**src/rtl/noc_credit_rx_deser_if.sv**
```systemverilog
// Credit-based flit link plus AXI-Stream output bundle for noc_credit_rx_deser.
//   slave  : the receive endpoint (consumes flits, returns credits, drives AXIS)
//   master : the environment (router output port + AXIS sink)
// Signals:
//   data_in/dest_in/is_tail_in/send_in : flit forward path
//   credit_out                         : one pulse per freed buffer slot
//   axis_out_*                         : packed AXI-Stream beat
interface noc_credit_rx_deser_if #(
  parameter int FLIT_WIDTH           = 32,
  parameter int DEST_WIDTH           = 4,
  parameter int SERIALIZATION_FACTOR = 2
);
  localparam int TDATA_WIDTH = FLIT_WIDTH * SERIALIZATION_FACTOR;

  logic [FLIT_WIDTH-1:0]  data_in;
  logic [DEST_WIDTH-1:0]  dest_in;
  logic                   is_tail_in;
  logic                   send_in;
  logic                   credit_out;
  logic                   axis_out_tvalid;
  logic                   axis_out_tready;
  logic [TDATA_WIDTH-1:0] axis_out_tdata;
  logic                   axis_out_tlast;
  logic [DEST_WIDTH-1:0]  axis_out_tdest;

  modport slave (
    input  data_in, dest_in, is_tail_in, send_in, axis_out_tready,
    output credit_out, axis_out_tvalid, axis_out_tdata, axis_out_tlast, axis_out_tdest
  );

  modport master (
    output data_in, dest_in, is_tail_in, send_in, axis_out_tready,
    input  credit_out, axis_out_tvalid, axis_out_tdata, axis_out_tlast, axis_out_tdest
  );
endinterface

```
**src/rtl/noc_credit_rx_deser.sv**
```systemverilog
// Receive endpoint of a credit-based NoC flit link. Incoming flits are buffered
// in a small FIFO, one credit is returned per flit popped, and
// SERIALIZATION_FACTOR flits are packed into one AXI-Stream beat.
// Ports:
//   clk_noc      : NoC clock, rising edge
//   rst_n        : asynchronous active-low reset
//   lnk          : flit link in / credit out / AXIS out (slave modport)
//   overflow_err : sticky, a flit arrived with the FIFO full and no pop
//   dest_err     : sticky, a flit's dest differed from its packet's first dest
module noc_credit_rx_deser #(
  parameter int FLIT_WIDTH           = 32,
  parameter int DEST_WIDTH           = 4,
  parameter int SERIALIZATION_FACTOR = 2,
  parameter int FLIT_BUFFER_DEPTH    = 4
) (
  input  logic                   clk_noc,
  input  logic                   rst_n,
  noc_credit_rx_deser_if.slave   lnk,
  output logic                   overflow_err,
  output logic                   dest_err
);
  localparam int TDATA_WIDTH = FLIT_WIDTH * SERIALIZATION_FACTOR;
  localparam int ENTRY_W     = FLIT_WIDTH + DEST_WIDTH + 1;
  localparam int PTR_W       = (FLIT_BUFFER_DEPTH > 1) ? $clog2(FLIT_BUFFER_DEPTH) : 1;
  localparam int CNT_W       = $clog2(FLIT_BUFFER_DEPTH + 1);
  localparam int IDX_W       = (SERIALIZATION_FACTOR > 1) ? $clog2(SERIALIZATION_FACTOR) : 1;

  typedef enum logic [0:0] {
    ST_FILL  = 1'b0,
    ST_VALID = 1'b1
  } state_t;

  // FIFO storage and pointers
  logic [ENTRY_W-1:0]    mem_r [FLIT_BUFFER_DEPTH];
  logic [PTR_W-1:0]      wr_ptr_r;
  logic [PTR_W-1:0]      rd_ptr_r;
  logic [CNT_W-1:0]      cnt_r;

  // Assembler state and registered AXIS outputs
  state_t                state_r;
  logic [IDX_W-1:0]      idx_r;
  logic                  tvalid_r;
  logic [TDATA_WIDTH-1:0] tdata_r;
  logic                  tlast_r;
  logic [DEST_WIDTH-1:0] tdest_r;

  // Packet dest tracking, credits and sticky errors
  logic [DEST_WIDTH-1:0] pkt_dest_r;
  logic                  pkt_open_r;
  logic                  credit_r;
  logic                  overflow_err_r;
  logic                  dest_err_r;

  logic                  fifo_empty_s;
  logic                  fifo_full_s;
  logic                  pop_s;
  logic                  push_s;
  logic [ENTRY_W-1:0]    pop_entry_s;
  logic [FLIT_WIDTH-1:0] pop_data_s;
  logic [DEST_WIDTH-1:0] pop_dest_s;
  logic                  pop_tail_s;

  function automatic logic [PTR_W-1:0] ptr_inc(input logic [PTR_W-1:0] p);
    if (p == PTR_W'(FLIT_BUFFER_DEPTH - 1)) begin
      return '0;
    end else begin
      return p + PTR_W'(1);
    end
  endfunction

  assign fifo_empty_s = (cnt_r == CNT_W'(0));
  assign fifo_full_s  = (cnt_r == CNT_W'(FLIT_BUFFER_DEPTH));
  assign pop_entry_s  = mem_r[rd_ptr_r];
  assign pop_data_s   = pop_entry_s[FLIT_WIDTH-1:0];
  assign pop_dest_s   = pop_entry_s[FLIT_WIDTH +: DEST_WIDTH];
  assign pop_tail_s   = pop_entry_s[ENTRY_W-1];

  // A full FIFO still accepts a flit when a slot frees in the same cycle.
  assign push_s = lnk.send_in && (!fifo_full_s || pop_s);

  // Pop decision: free-running in FILL, only alongside a handshake in VALID.
  always_comb begin
    pop_s = 1'b0;
    case (state_r)
      ST_FILL: pop_s = !fifo_empty_s;
      ST_VALID: begin
        if (lnk.axis_out_tready) begin
          pop_s = !fifo_empty_s;
        end else begin
          pop_s = 1'b0;
        end
      end
      default: pop_s = 1'b0;
    endcase
  end

  // FIFO storage write (data path only, no reset needed).
  always_ff @(posedge clk_noc) begin
    if (push_s) begin
      mem_r[wr_ptr_r] <= {lnk.is_tail_in, lnk.dest_in, lnk.data_in};
    end
  end

  // FIFO pointers and occupancy.
  always_ff @(posedge clk_noc or negedge rst_n) begin
    if (!rst_n) begin
      wr_ptr_r <= '0;
      rd_ptr_r <= '0;
      cnt_r    <= '0;
    end else begin
      if (push_s) begin
        wr_ptr_r <= ptr_inc(wr_ptr_r);
      end
      if (pop_s) begin
        rd_ptr_r <= ptr_inc(rd_ptr_r);
      end
      case ({push_s, pop_s})
        2'b10:   cnt_r <= cnt_r + CNT_W'(1);
        2'b01:   cnt_r <= cnt_r - CNT_W'(1);
        default: cnt_r <= cnt_r;
      endcase
    end
  end

  // Beat assembler FSM with registered AXIS outputs.
  always_ff @(posedge clk_noc or negedge rst_n) begin
    if (!rst_n) begin
      state_r  <= ST_FILL;
      idx_r    <= '0;
      tvalid_r <= 1'b0;
      tdata_r  <= '0;
      tlast_r  <= 1'b0;
      tdest_r  <= '0;
    end else begin
      case (state_r)
        ST_FILL: begin
          if (pop_s) begin
            for (int k = 0; k < SERIALIZATION_FACTOR; k++) begin
              if (idx_r == IDX_W'(k)) begin
                tdata_r[k*FLIT_WIDTH +: FLIT_WIDTH] <= pop_data_s;
              end
            end
            if (idx_r == IDX_W'(0)) begin
              tdest_r <= pop_dest_s;
            end
            tlast_r <= tlast_r | pop_tail_s;
            // A tail closes the beat early; unused upper lanes stay zero.
            if ((idx_r == IDX_W'(SERIALIZATION_FACTOR - 1)) || pop_tail_s) begin
              state_r  <= ST_VALID;
              tvalid_r <= 1'b1;
              idx_r    <= '0;
            end else begin
              idx_r <= idx_r + IDX_W'(1);
            end
          end
        end
        ST_VALID: begin
          if (lnk.axis_out_tready) begin
            if (pop_s) begin
              // Next beat starts in the same cycle the current one leaves.
              tdata_r <= TDATA_WIDTH'(pop_data_s);
              tdest_r <= pop_dest_s;
              tlast_r <= pop_tail_s;
              if ((SERIALIZATION_FACTOR == 1) || pop_tail_s) begin
                state_r  <= ST_VALID;
                tvalid_r <= 1'b1;
                idx_r    <= '0;
              end else begin
                state_r  <= ST_FILL;
                tvalid_r <= 1'b0;
                idx_r    <= IDX_W'(1);
              end
            end else begin
              state_r  <= ST_FILL;
              tvalid_r <= 1'b0;
              idx_r    <= '0;
              tdata_r  <= '0;
              tlast_r  <= 1'b0;
              tdest_r  <= '0;
            end
          end
        end
        default: begin
          state_r  <= ST_FILL;
          tvalid_r <= 1'b0;
          idx_r    <= '0;
          tdata_r  <= '0;
          tlast_r  <= 1'b0;
          tdest_r  <= '0;
        end
      endcase
    end
  end

  // Credit return, packet dest tracking and sticky error flags.
  always_ff @(posedge clk_noc or negedge rst_n) begin
    if (!rst_n) begin
      credit_r       <= 1'b0;
      pkt_dest_r     <= '0;
      pkt_open_r     <= 1'b0;
      overflow_err_r <= 1'b0;
      dest_err_r     <= 1'b0;
    end else begin
      credit_r <= pop_s;
      if (lnk.send_in && fifo_full_s && !pop_s) begin
        overflow_err_r <= 1'b1;
      end
      if (pop_s) begin
        if (!pkt_open_r) begin
          pkt_dest_r <= pop_dest_s;
          pkt_open_r <= !pop_tail_s;
        end else begin
          if (pop_dest_s != pkt_dest_r) begin
            dest_err_r <= 1'b1;
          end
          if (pop_tail_s) begin
            pkt_open_r <= 1'b0;
          end
        end
      end
    end
  end

  assign lnk.credit_out      = credit_r;
  assign lnk.axis_out_tvalid = tvalid_r;
  assign lnk.axis_out_tdata  = tdata_r;
  assign lnk.axis_out_tlast  = tlast_r;
  assign lnk.axis_out_tdest  = tdest_r;
  assign overflow_err        = overflow_err_r;
  assign dest_err            = dest_err_r;
endmodule

```
**src/flat_wrapper.sv**
```systemverilog
// flat-port wrapper written by rule: the top's interface ports become plain ports
module noc_credit_rx_deser_flat 
#(
  parameter int FLIT_WIDTH           = 32,
  parameter int DEST_WIDTH           = 4,
  parameter int SERIALIZATION_FACTOR = 2,
  parameter int FLIT_BUFFER_DEPTH    = 4
)
  (clk_noc, rst_n, overflow_err, dest_err, lnk_data_in, lnk_dest_in, lnk_is_tail_in, lnk_send_in, lnk_axis_out_tready, lnk_credit_out, lnk_axis_out_tvalid, lnk_axis_out_tdata, lnk_axis_out_tlast, lnk_axis_out_tdest);
  noc_credit_rx_deser_if #(.FLIT_WIDTH(FLIT_WIDTH), .DEST_WIDTH(DEST_WIDTH), .SERIALIZATION_FACTOR(SERIALIZATION_FACTOR)) lnk_i ();
  input  logic clk_noc;
  input  logic rst_n;
  output logic overflow_err;
  output logic dest_err;
  input wire logic [$bits(lnk_i.data_in)-1:0] lnk_data_in;
  input wire logic [$bits(lnk_i.dest_in)-1:0] lnk_dest_in;
  input wire logic [$bits(lnk_i.is_tail_in)-1:0] lnk_is_tail_in;
  input wire logic [$bits(lnk_i.send_in)-1:0] lnk_send_in;
  input wire logic [$bits(lnk_i.axis_out_tready)-1:0] lnk_axis_out_tready;
  output wire logic [$bits(lnk_i.credit_out)-1:0] lnk_credit_out;
  output wire logic [$bits(lnk_i.axis_out_tvalid)-1:0] lnk_axis_out_tvalid;
  output wire logic [$bits(lnk_i.axis_out_tdata)-1:0] lnk_axis_out_tdata;
  output wire logic [$bits(lnk_i.axis_out_tlast)-1:0] lnk_axis_out_tlast;
  output wire logic [$bits(lnk_i.axis_out_tdest)-1:0] lnk_axis_out_tdest;
  assign lnk_i.data_in = lnk_data_in;
  assign lnk_i.dest_in = lnk_dest_in;
  assign lnk_i.is_tail_in = lnk_is_tail_in;
  assign lnk_i.send_in = lnk_send_in;
  assign lnk_i.axis_out_tready = lnk_axis_out_tready;
  assign lnk_credit_out = lnk_i.credit_out;
  assign lnk_axis_out_tvalid = lnk_i.axis_out_tvalid;
  assign lnk_axis_out_tdata = lnk_i.axis_out_tdata;
  assign lnk_axis_out_tlast = lnk_i.axis_out_tlast;
  assign lnk_axis_out_tdest = lnk_i.axis_out_tdest;
  noc_credit_rx_deser #(.FLIT_WIDTH(FLIT_WIDTH), .DEST_WIDTH(DEST_WIDTH), .SERIALIZATION_FACTOR(SERIALIZATION_FACTOR), .FLIT_BUFFER_DEPTH(FLIT_BUFFER_DEPTH)) u_core (.clk_noc(clk_noc), .rst_n(rst_n), .lnk(lnk_i), .overflow_err(overflow_err), .dest_err(dest_err));
endmodule
```
**config.mk**
```make
export PLATFORM = sky130hd
export DESIGN_NAME = noc_credit_rx_deser_flat
export DESIGN_NICKNAME = d
export VERILOG_FILES = /design/src/rtl/noc_credit_rx_deser_if.sv /design/src/rtl/noc_credit_rx_deser.sv /design/src/flat_wrapper.sv
export SDC_FILE = /design/constraint.sdc
export NUM_CORES = 1
export LEC_CHECK = 0
export BUFFER_PORTS_ARGS = -buffer_cell sky130_fd_sc_hd__buf_2
export CAP_MARGIN = 20
export CORE_AREA = 2 2 134 136
export DETAILED_ROUTE_END_ITERATION = 12
export DIE_AREA = 0 0 136 138
export PLACE_DENSITY_LB_ADDON = 0.25
export SLEW_MARGIN = 20
export SYNTH_ARGS = -nofsm -noshare
export SYNTH_HDL_FRONTEND = slang
export SYNTH_SLANG_ARGS = --single-unit
```
**constraint.sdc**
```tcl
create_clock -name clk_noc -period 2.2 [get_ports clk_noc]
set_input_delay 0.11 -clock clk_noc [delete_from_list [all_inputs] [get_ports clk_noc]]
set_output_delay 0.11 -clock clk_noc [all_outputs]
set_load 0.01 [all_outputs]
```
**Yosys cells after proc, flatten, opt, wreduce, memory -nomap -nowiden**

Memory sizes are Yosys's and may differ from the RTL's.
Cells that the tools add are included.
Widths: inputs -> output; s select.

- Register bits after elaboration: 87
- Bits in writable memories: 148
- Bits of input ports: 41
- Output and inout bits: 73
- Logic and storage cells: 91
- Memories: 1

- Add/sub/neg operators: 5
- Equal/unequal tests: 11
- Mux-type cells: 39
- Bitwise logic cells: 3
- Reduce and logical (&&, ||, !) cells: 17

Memory list:

| name | depth | width | read ports | clocked after memory_dff | write ports | line | source |
|---|---|---|---|---|---|---|---|
| u_core.mem_r | 4 | 37 | 1 | 0 | 1 | noc_credit_rx_deser.sv:34 | `logic [ENTRY_W-1:0] mem_r [FLIT_BUFFER_DEPTH];` |

Operators by type and width:

| cell | count |
|---|---|
| $mux 64 | 2 |
| $pmux 64 s2 | 1 |
| $mux 32 | 3 |
| $mux 1 | 20 |
| $mux 4 | 4 |
| $reduce_and 3->1 | 4 |
| $pmux 1 s2 | 5 |
| $pmux 4 s2 | 1 |
| $eq 2x2->1 const B | 3 |
| $ne 2x1->1 const B | 3 |
| $pmux 3 s2 | 1 |
| $add 2x1->2 const B | 2 |
| $logic_not 1->1 | 4 |
| $mux 2 | 2 |
| $ne 2x2->1 const B | 2 |
| $ne 4x4->1 | 1 |
| $reduce_and 2->1 | 2 |
| $add 3x1->3 const B | 1 |
| $eq 3x3->1 const B | 1 |
| $logic_and 1x1->1 | 3 |
| $logic_not 3->1 | 1 |
| $sub 3x1->3 const B | 1 |
| $eq 2x1->1 const B | 1 |
| $logic_or 1x1->1 | 2 |
| other kinds (4) | 5 |

**Depth between registers and ports, before layout**

- Word-level depth: 8
- Depth in mapped cells: 8
- Depth with buffers taken out: 6

**Worst setup path before layout**

No wires, ideal clock.

- Path kind: flip-flop to flip-flop
- Start: register u_core.state_r
- End: memory u_core.mem_r[3][0] (netlist bit), enable pin
- Library setup time: 398 ps
- Arrival: 1940 ps
- Required time: 1802 ps
- Setup slack: -138 ps
- Stages on the path, launching flop included: 5
- Path buffers: 1
- Clock period less this slack: 2338 ps
- Cells stage by stage: dfrtp_1 -> buf_2 -> nor2b_2 -> a31oi_2 -> and2_1

- Word-level cells in the longest chain between the ends: 6

Ends and longest elaborated chain:

| what | line | source |
|---|---|---|
| start, declared | noc_credit_rx_deser.sv:40 | `state_t state_r;` |
| start signal, assigned | noc_credit_rx_deser.sv:128 | `state_r <= ST_FILL;` |
| start signal, assigned | noc_credit_rx_deser.sv:149 | `state_r <= ST_VALID;` |
| start signal, assigned | noc_credit_rx_deser.sv:165 | `state_r <= ST_VALID;` |
| $not 1->1 | noc_credit_rx_deser.sv:84 | `case (state_r)` |
| $pmux 1 s2 (*) | noc_credit_rx_deser.sv:84 |  |
| $logic_or 1x1->1 (*) | noc_credit_rx_deser.sv:79 | `assign push_s = lnk.send_in && (!fifo_full_s \|\| pop_s);` |
| $logic_and 1x1->1 (*) | noc_credit_rx_deser.sv:79 |  |
| $mux 1 (*) | noc_credit_rx_deser.sv:99 | `if (push_s) begin` |
| $mux 1 (implied by the code) (*) | noc_credit_rx_deser.sv:100 | `mem_r[wr_ptr_r] <= {lnk.is_tail_in, lnk.dest_in, lnk.data_in};` |
| end, declared | noc_credit_rx_deser.sv:34 |  |

Mark *: on every way between the ends. The rest lies on a longest branch, timed or not.

**Final worst setup path**

- Start: register u_core.state_r
- End: memory u_core.mem_r[2][14] (netlist bit), enable pin

Same word-level chain as after synthesis.

==> results_dict.tcl <==
set metrics [dict create \
    ys.warnings.count 0 \
    drc 0 \
    ant_nets 0 \
    status "complete, no violations" \
    cts_tree "done" \
    slew_violations 0 \
    worst_hold_slack_ns 0.207 \
    post-route-period-util_pct 92.5 \
    drv_cap 0 \
    clk_latency_ns 0.51 \
    portBuffers 113 \
    vias 5043 \
    antenna_found_initial 0 \
    grt_pass1_wl_mm 28.7 \
    wl_mm 18.0 \
    viasPerCell 5.42 \
    grt_start_max_net_pins 53 \
    chipHeight_um 138 \
    cts_root_buffer "clkbuf_16" \
    fin_setup_tns_ns 0 \
    grt.overflow.total 0 \
    io_pins 114 \
    start_util_pct 50.5 \
    n_fill_cell 1322 \
    worst-r2r-cell-count 4 \
    synth.distinct_cells 38 \
    die_x_um 136 \
    worstSetupPathType "register to register" \
    crit_chain "nor2b_2, a31oi_2, and2_2, buf_12" \
    worst_setup_path_start_kind "register" \
    num_rows 49 \
    critPathRequiredTime_ns 2.41 \
    core_um2 17500 \
    syn_inst 514 \
    ys_seq_area_share_pct 74.7 \
    routedWlPerCell_um 19.4 \
    yosysTopAreaCell "edfxtp_1" \
    hold_viol_final 0 \
    clockBufferDepth 3 \
    setup_viol 0 \
    clock_sinks 235 \
    arrival_ns 2.24 \
    groute.usage.overall_pct 19.6 \
    maxSlewHeadroom_pct 52.5 \
    clkSlewWorstSetupHoldPaths_ns 0.06 \
    synthesis.area_um2 8860 \
    area_growth_pct 24.6 \
    yosys-top-cells-area "edfxtp_1 (50%), dfrtp_1 (25%), mux4_2 (8.6%)" \
    r2r-start "u_core.state_r$_DFF_PN0_" \
    first_pass_iters 5 \
    cp-end-kind "register" \
    drive_above_1_share_pct 31.7 \
    finalClockSkew_ns 0.00787 \
    cts_setup_buffers 0 \
    final_common_cell "edfxtp_1" \
    die_area_um2 18800 \
    tightest_slew_ns 0.713 \
    hpwl_mm 11.5 \
    fin_nets 731 \
    cts_made_buffers 23 \
    ys_ff_latch 235 \
    max_freq_mhz 491 \
    place.gp.congestion 0.765 \
    first_global_vias 5457 \
    slowest_stage "dfrtp_1" \
    synth_area_per_cell_um2 17.2 \
    cpPeakStageDelay_ns 0.48 \
    p_leak_nw 4.39 \
    worstReg2RegEnd "u_core.mem_r[2][14]$_DFFE_PP_" \
    final_cell_mix "edfxtp_1 (148), buf_2 (112), nand2_1 (87)" \
    h-tree-depth 1 \
    rsz0062_at_grt "false" \
    fin_crit_ns 2.04 \
    rrSetupSlack_ns 0.16 \
    synth_top_cell_area_share_pct 50.1 \
    diodes 0 \
    cpLargestDelayFamily "simple AND/OR/NAND/NOR gates" \
    powerDensity_nw_per_um2 1360 \
    critical_path_peak_fanout 16 \
    vdd_drop_max_mv 0.799 \
    hold_path.class "input port to asynchronous set/reset pin" \
    drt_iter0_drc 367 \
    syn_nets 561 \
    timing.critical_path.buf_inv 1 \
]
-- power by group --
group | leakage [nW] | switching (mW) | internal (mW)
Combinational | 1.55 | 2.53 | 2.14
Clock | 0.384 | 1.57 | 2.35
Sequential | 2.46 | 0.574 | 5.90
-- cell families (layout without fill, tap and decap cells) --
kind of cell    Yosys count  in the layout  synth area share, %
flops                   235            235                 74.7
simple gates            105            105                 5.03
compound gates           85             85                 6.37
mux                      43             43                 10.3
buf+inv                  34            221                 2.09
fa+ha+maj                 6              6                0.932
xor+xnor                  6              6                0.593
-- Yosys cell counts --
cell / count
nor3_4: 1
a31oi_2: 1
o22ai_1: 1
or2_0: 1
a31o_1: 1
fa_1: 1
a22o_1: 28
nor3b_1: 1
a31oi_1: 1
a41o_1: 1
o31a_1: 1
buf_4: 3
a21o_1: 1
nor4_1: 1
mux4_2: 34
nor2b_2: 2
o21ai_2: 1
and2_1: 4
nand2_1: 87
o21ai_0: 43
dfrtp_1: 87
ha_1: 5
mux4_1: 3
clkbuf_1: 6
buf_6: 4
nor3_1: 4
buf_1: 2
o21a_1: 1
nand4_1: 1
xnor2_1: 6
a211oi_1: 1
mux2_2: 6
nor2_1: 2
buf_2: 13
nor2_2: 1
edfxtp_1: 148
a21oi_1: 4
inv_1: 6
-- metal layers --
layer	vias up	wire (µm)	share of wire, %	global-route usage (%)
li1	2284	-	-	-
met1	2583	7710	43	27.0
met2	148	9070	50	32.8
met3	28	895	5.0	3.04
met4	0	332	1.8	5.32
met5	-	0	0	0
-- timing repair --
item                      CTS  global route
resized for setup           0             0
hold endpoints to repair  201             0
hold buffers               40             0
-- how the worst max path moves through the flow --
stage / from / end / slack [ns] / cells past startpoint
final: u_core.state_r$_DFF_PN0_ / u_core.mem_r[2][14]$_DFFE_PP_ / 0.16 / 4
after global routing: u_core.state_r$_DFF_PN0_ / u_core.cnt_r[2]$_DFFE_PN0P_ / 0.07 / 6
after CTS: u_core.state_r$_DFF_PN0_ / u_core.mem_r[2][16]$_DFFE_PP_ / 0.17 / 4
after detailed placement: u_core.state_r$_DFF_PN0_ / u_core.mem_r[2][20]$_DFFE_PP_ / 0.19 / 4
after global placement: u_core.state_r$_DFF_PN0_ / u_core.mem_r[3][16]$_DFFE_PP_ / 0.26 / 4
after floorplan: u_core.state_r$_DFF_PN0_ / u_core.mem_r[0][0]$_DFFE_PP_ / 0.24 / 4
-- registers in the layout, indices dropped and copies added (netlist names) --
register	flops
u_core.cnt_r	3
u_core.dest_err	1
u_core.idx_r	1
u_core.lnk.axis_out_tdata	64
u_core.lnk.axis_out_tdest	4
u_core.lnk.axis_out_tlast	1
u_core.lnk.axis_out_tvalid	1
u_core.lnk.credit_out	1
u_core.mem_r	148
u_core.overflow_err	1
u_core.pkt_dest_r	4
u_core.pkt_open_r	1
u_core.rd_ptr_r	2
u_core.state_r	1
u_core.wr_ptr_r	2
-- final cells by class --
type,count,area (µm²),share of cell area (%)
Multi-Input combinational cell,245,2070,18.8
Clock inverter,8,68.8,0.623
Timing Repair Buffer,173,1260,11.4
Inverter,6,22.5,0.204
Sequential cell,235,6620,60.0
Clock buffer,34,709,6.43
Tap cell,229,287,2.60
-- stage by stage --
stage               instance area (µm²)  instances  util [%]  setup slack, ns  total power [mW]
floorplan                          8870        514         -            0.243              9.48
global placement                   9860        848      56.2            0.260              11.0
detailed placement                 9860        848      56.2            0.191              11.2
CTS                               11000        930      63.0            0.169              15.2
global route                      11000        930      63.0           0.0743              15.8
finish                            11000        930      63.0            0.165              15.1
No activity file was read; power rests on OpenSTA's default activity.
